File: config.mk
export PLATFORM = sky130hd
export DESIGN_NAME = pc_sequencer
export DESIGN_NICKNAME = d
export VERILOG_FILES = /design/src/rtl/pc_sequencer.sv
export SDC_FILE = /design/constraint.sdc
export NUM_CORES = 1
export LEC_CHECK = 0
export ABC_AREA = 1
export CORE_AREA = 2 2 99 101
export CTS_BUF_LIST = sky130_fd_sc_hd__clkbuf_4
export CTS_CLUSTER_SIZE = 8
export DETAILED_ROUTE_END_ITERATION = 12
export DIE_AREA = 0 0 101 103
export GPL_ROUTABILITY_DRIVEN = 0
export PLACE_DENSITY = 0.77
export SETUP_SLACK_MARGIN = 0.2
export SYNTH_ARGS = -nofsm -noshare
export SYNTH_HDL_FRONTEND = slang
export SYNTH_SLANG_ARGS = --single-unit
File: constraint.sdc
create_clock -name clk -period 1.82 [get_ports clk]
set_input_delay 0.273 -clock clk [delete_from_list [all_inputs] [get_ports clk]]
set_output_delay 0.273 -clock clk [all_outputs]
set_load 0.005 [all_outputs]
File: src/rtl/pc_sequencer.sv
// pc_sequencer: owns the program counter and issues one instruction-memory
// fetch at a time over a req/ack handshake. Taken branches redirect the PC
// and raise a one-cycle flush; stall holds off new requests and halt parks
// the sequencer once the outstanding request has completed.
module pc_sequencer #(
  parameter int              PC_W        = 32,
  parameter logic [PC_W-1:0] RESET_PC    = {PC_W{1'b0}},
  parameter int              INSTR_BYTES = 4
) (
  input  logic            clk,
  input  logic            rst,
  input  logic            branch_taken,
  input  logic [PC_W-1:0] branch_target,
  input  logic            stall,
  input  logic            halt,
  output logic            imem_req,
  output logic [PC_W-1:0] imem_addr,
  input  logic            imem_ack,
  output logic            fetch_valid,
  output logic [PC_W-1:0] fetch_pc,
  output logic            flush,
  output logic            halted
);

  typedef enum logic [1:0] {
    IDLE   = 2'd0,
    ISSUE  = 2'd1,
    WAIT   = 2'd2,
    HALTED = 2'd3
  } state_t;

  localparam logic [PC_W-1:0] PC_INC     = PC_W'(INSTR_BYTES);
  localparam logic [PC_W-1:0] ALIGN_MASK = ~(PC_INC - {{(PC_W-1){1'b0}}, 1'b1});

  // Branch targets are forced onto an instruction boundary before use.
  function automatic logic [PC_W-1:0] align_pc(input logic [PC_W-1:0] addr);
    return addr & ALIGN_MASK;
  endfunction

  state_t          state_r, state_s;
  logic [PC_W-1:0] pc_r, pc_s;
  logic            redir_pend_r, redir_pend_s;
  logic [PC_W-1:0] redir_pc_r, redir_pc_s;
  logic            fetch_valid_r, fetch_valid_s;
  logic [PC_W-1:0] fetch_pc_r, fetch_pc_s;
  logic            flush_r, flush_s;
  logic            imem_req_r;
  logic [PC_W-1:0] imem_addr_r;
  logic            halted_r;
  logic [PC_W-1:0] target_s;

  assign target_s    = align_pc(branch_target);
  assign imem_req    = imem_req_r;
  assign imem_addr   = imem_addr_r;
  assign fetch_valid = fetch_valid_r;
  assign fetch_pc    = fetch_pc_r;
  assign flush       = flush_r;
  assign halted      = halted_r;

  // Next-state, next-PC and pulse outputs; everything defaults to "hold".
  always_comb begin
    state_s       = state_r;
    pc_s          = pc_r;
    redir_pend_s  = redir_pend_r;
    redir_pc_s    = redir_pc_r;
    fetch_valid_s = 1'b0;
    fetch_pc_s    = fetch_pc_r;
    flush_s       = 1'b0;
    case (state_r)
      IDLE, WAIT: begin
        // No request in flight, so a redirect lands in the PC directly.
        if (branch_taken) begin
          pc_s    = target_s;
          flush_s = 1'b1;
        end else begin
          pc_s    = pc_r;
        end
        if (halt) begin
          state_s = HALTED;
        end else if (stall) begin
          state_s = WAIT;
        end else begin
          state_s = ISSUE;
        end
      end
      ISSUE: begin
        if (imem_ack) begin
          // A fresh redirect beats an older pending one; either discards the fetch.
          if (branch_taken) begin
            pc_s         = target_s;
            flush_s      = 1'b1;
            redir_pend_s = 1'b0;
          end else if (redir_pend_r) begin
            pc_s         = redir_pc_r;
            redir_pend_s = 1'b0;
          end else begin
            fetch_valid_s = 1'b1;
            fetch_pc_s    = pc_r;
            pc_s          = pc_r + PC_INC;
          end
          if (halt) begin
            state_s = HALTED;
          end else if (stall) begin
            state_s = WAIT;
          end else begin
            state_s = ISSUE;
          end
        end else begin
          // Request must stay stable, so remember the redirect until ack.
          if (branch_taken) begin
            redir_pend_s = 1'b1;
            redir_pc_s   = target_s;
            flush_s      = 1'b1;
          end else begin
            redir_pend_s = redir_pend_r;
          end
          state_s = ISSUE;
        end
      end
      HALTED: begin
        state_s = HALTED;
      end
      default: begin
        state_s = IDLE;
      end
    endcase
  end

  // State, PC and registered outputs; reset overrides every input.
  always_ff @(posedge clk) begin
    if (rst) begin
      state_r       <= IDLE;
      pc_r          <= RESET_PC;
      redir_pend_r  <= 1'b0;
      redir_pc_r    <= {PC_W{1'b0}};
      fetch_valid_r <= 1'b0;
      fetch_pc_r    <= {PC_W{1'b0}};
      flush_r       <= 1'b0;
      imem_req_r    <= 1'b0;
      imem_addr_r   <= RESET_PC;
      halted_r      <= 1'b0;
    end else begin
      state_r       <= state_s;
      pc_r          <= pc_s;
      redir_pend_r  <= redir_pend_s;
      redir_pc_r    <= redir_pc_s;
      fetch_valid_r <= fetch_valid_s;
      fetch_pc_r    <= fetch_pc_s;
      flush_r       <= flush_s;
      imem_req_r    <= (state_s == ISSUE);
      imem_addr_r   <= pc_s;
      halted_r      <= (state_s == HALTED);
    end
  end

endmodule

==> impl_results.md <==
- Sequential share of the synthesized area: 40.3%
- Req. time, crit path: 1.55 ns
- Die ar.: 10,400 um^2
- Htree depth: 3
- Syn_area_per_cell: 6.43 um^2
- Hold/Removal Path Class: in2reg
- Hold Path Cell Cnt: 3
- CP Buf/Inv Count: 1
- Worst R2R Setup Slack: 0.24 ns
- Worst setup path start: fetch_pc[3]
- Synth Cell Area: 4820 um^2
- Final nets: 929
- Top cells by count, synth: nor2_1, nand2_1, o21ai_0, dfxtp_1, inv_1
- Number of remaining DRC errors: 0
- Initial DRT Pass Iterations: 5
- Layout area overhead: 40.7%
- Overall routing resource usage: 28.2%
- Top-count cell post-synth: nor2_1
- R2r worst-path depth: 11
- CP Cell Sequence: clkdlybuf4s50_1
- Ys async rst share: 0%
- PwrDens: 719 nW/um^2
- P_leak: 3.24 nW
- Fin. Hold Viols: 0
- R2r startpoint: imem_addr[3]
- Slowest CP cell: clkdlybuf4s50_1
- Crit path max fanout: 2
- CP Class: reg2out
- Yosys reg bits: 97
- Status: completed
- Initial Util: 51.0%
- Vias in the first global route: 4,910
- Row count: 36
- Critical path's top delay family: buffers and inverters
- Ys flop type: dfxtp_1
- Worst-case clock buffer depth: 2
- Non-Filler Instances: 1,009
- Post-route cell area: 6780 um^2
- Synth top area cells: dfxtp_1, nor2_1, o21ai_0, nand2_1, a21oi_1
- Final setup vio count: 0
- Fillers: 780
- Fraction of layout cells with a size suffix above 1: 18.5%
- Routed met3 length: 1190 um
- CP Capture Type: primary output
- Final WL: 15,200 um
- Max Freq: 0.627 GHz
- Hold Worst Slack: 0.371 ns
- Pin count of the biggest net entering global routing: 52
- Worst-path clk slew: 0.15 ns
- Worst path arrival time: 1.32 ns
- CTS tree: built
- Setup Skew: 0.0131 ns
- First DRT Iteration DRCs: 483
- DR WL met2: 7090 um
- Count of pins over their slew limit: 0
- Root buffer cell: clkbuf_4
- Clk Latency, worst-skew pair: 0.46 ns
- CTS sink cnt: 97
- Final ANT Viol Nets: 0
- Core footprint: 9460 um^2
- DP Area: 6100 um^2
- Max incr delay on CP: 0.50 ns
- Initial antenna violation count: 0
- Yosys warning count: 0
- Post-Place Cells: 958
- End of the worst hold path: redir_pc_r[7]
- Synth area leader: dfxtp_1
- Port bufs: 99
- RSZ-0062 raised after global routing: yes
- Min Clock Period, post-route: 1.60 ns
- Post-synth top area share: 40.3%
- Maximum Capacitance Violations: 0
- Grt ovf: 0
- Chip Height: 103 um
- Number of vias per cell: 5.42
- Post-synth cell types: 29
- CP startpoint kind: flop
- Min-Delay Startpoint: branch_target[7]
- WL met1: 6520 um
- First-pass GRT wire length: 23,200 um
- Max Used Layer: met4
- Post-synth EDFFs: 0
- Top-Level Pins: 106
- Capturing point of the worst reg2reg path: imem_addr[26]
- Final worst-path cycle share: 87.7%
- Vias: 5,473
- Routed length per placed instance: 15.0 um
- Ant. Diodes: 0
- Maximum vdd ir drop: 440 uV
- Post-DP HPWL: 9900 um
- Mapped Cells: 750
- Final setup TNS: 0 ns
- Die width: 101 um
- Cts bufs inserted: 9
-- cell usage in the layout (no fill, tap or decap), types with 3 or more instances in the layout --
cell type,count
nor2_1,147
nand2_1,130
o21ai_0,110
clkdlybuf4s50_1,69
inv_1,67
a21oi_1,63
buf_4,62
dfxtp_1,49
dfxtp_2,32
nand3_1,31
dfxtp_4,16
dlygate4sd2_1,15
dlymetal6s2s_1,15
nor2_2,11
clkbuf_4,9
nor2_4,6
clkinv_1,5
nand2_2,5
o211ai_1,5
buf_12,5
o21ai_1,4
xnor2_1,4
conb_1,4
inv_2,3
xor2_1,3
o22ai_1,3
bufinv_16,3
-- flip-flops by register name (all words and copies together), names as in the netlist --
| register | count |
|---|---|
| redir_pend_r | 1 |
| halted | 1 |
| redir_pc_r | 30 |
| flush | 1 |
| imem_req | 1 |
| fetch_pc | 30 |
| state_r | 2 |
| fetch_valid | 1 |
| imem_addr | 30 |
-- kinds of logic after synthesis --
group / share of synthesized area [%]
AOI/OAI and AO/OA: 20.2
DFF: 40.3
other: 0.0778
adders and majority gates: 0.260
xor gates and xnor gates: 1.27
buffers and inverters: 9.76
and+or+nand+nor: 28.2
-- worst max path at each step --
stage / endpoint / slack [ns] / cells after the start
final: fetch_pc[3] / 0.22 / 1
after global placement: fetch_pc[3] / 0.08 / 6
after global routing: imem_addr[17] / 0.13 / 9
after floorplan: imem_addr[18] / 0.34 / 8
after detailed placement: fetch_pc[9] / 0.02 / 6
after CTS: imem_addr[16] / 0.18 / 9
-- tightest hold or removal path: cells and delay by family --
| family | cells | cell delay (ns) |
|---|---|---|
| buf+inv | 2 | 0.46 |
| compound gates | 1 | 0.06 |
-- per-stage QoR --
step	util [%]	setup WS, ns	total power, mW
after floorplan	-	0.338	2.86
after global placement	64.4	0.0844	3.35
after detailed placement	64.4	0.0178	3.36
after CTS	69.2	0.179	4.81
after global routing	71.7	0.127	5.06
final	71.7	0.224	4.87
-- repair_timing --
action / CTS / global route
hold buffers: 0 / 0
buffers inserted: 27 / 6
pin swaps: 0 / 4
endpoints found under the setup margin: 35 / 70
resized for setup: 65 / 68
cloned: 0 / 2
-- area by class of cell --
cell class	count	area, um^2	area share (%)
multi-input cells	541	2540	37.4
flip-flops and latches	97	2040	30.1
repair buffers	167	1600	23.6
inverters	73	278	4.10
well taps	114	143	2.10
clock inverters	7	109	1.61
clock buffers	9	67.6	0.996
repair inverters	1	5.00	0.0738
-- where the power goes --
part	total, mW	switching (mW)	leakage (nW)	internal (mW)
clock	1.42	0.734	0.0887	0.682
combinational	1.11	0.581	2.33	0.525
sequential	2.35	0.0813	0.817	2.27
total	4.87	1.40	3.24	3.48
-- metal layers --
layer | vias up | global-route usage [%]
li1 | 2677 | -
met1 | 2516 | 37.7
met2 | 246 | 46.3
met3 | 34 | 3.80
met4 | 0 | 11.5
met5 | - | 0
(Power assumes the default switching activity.)
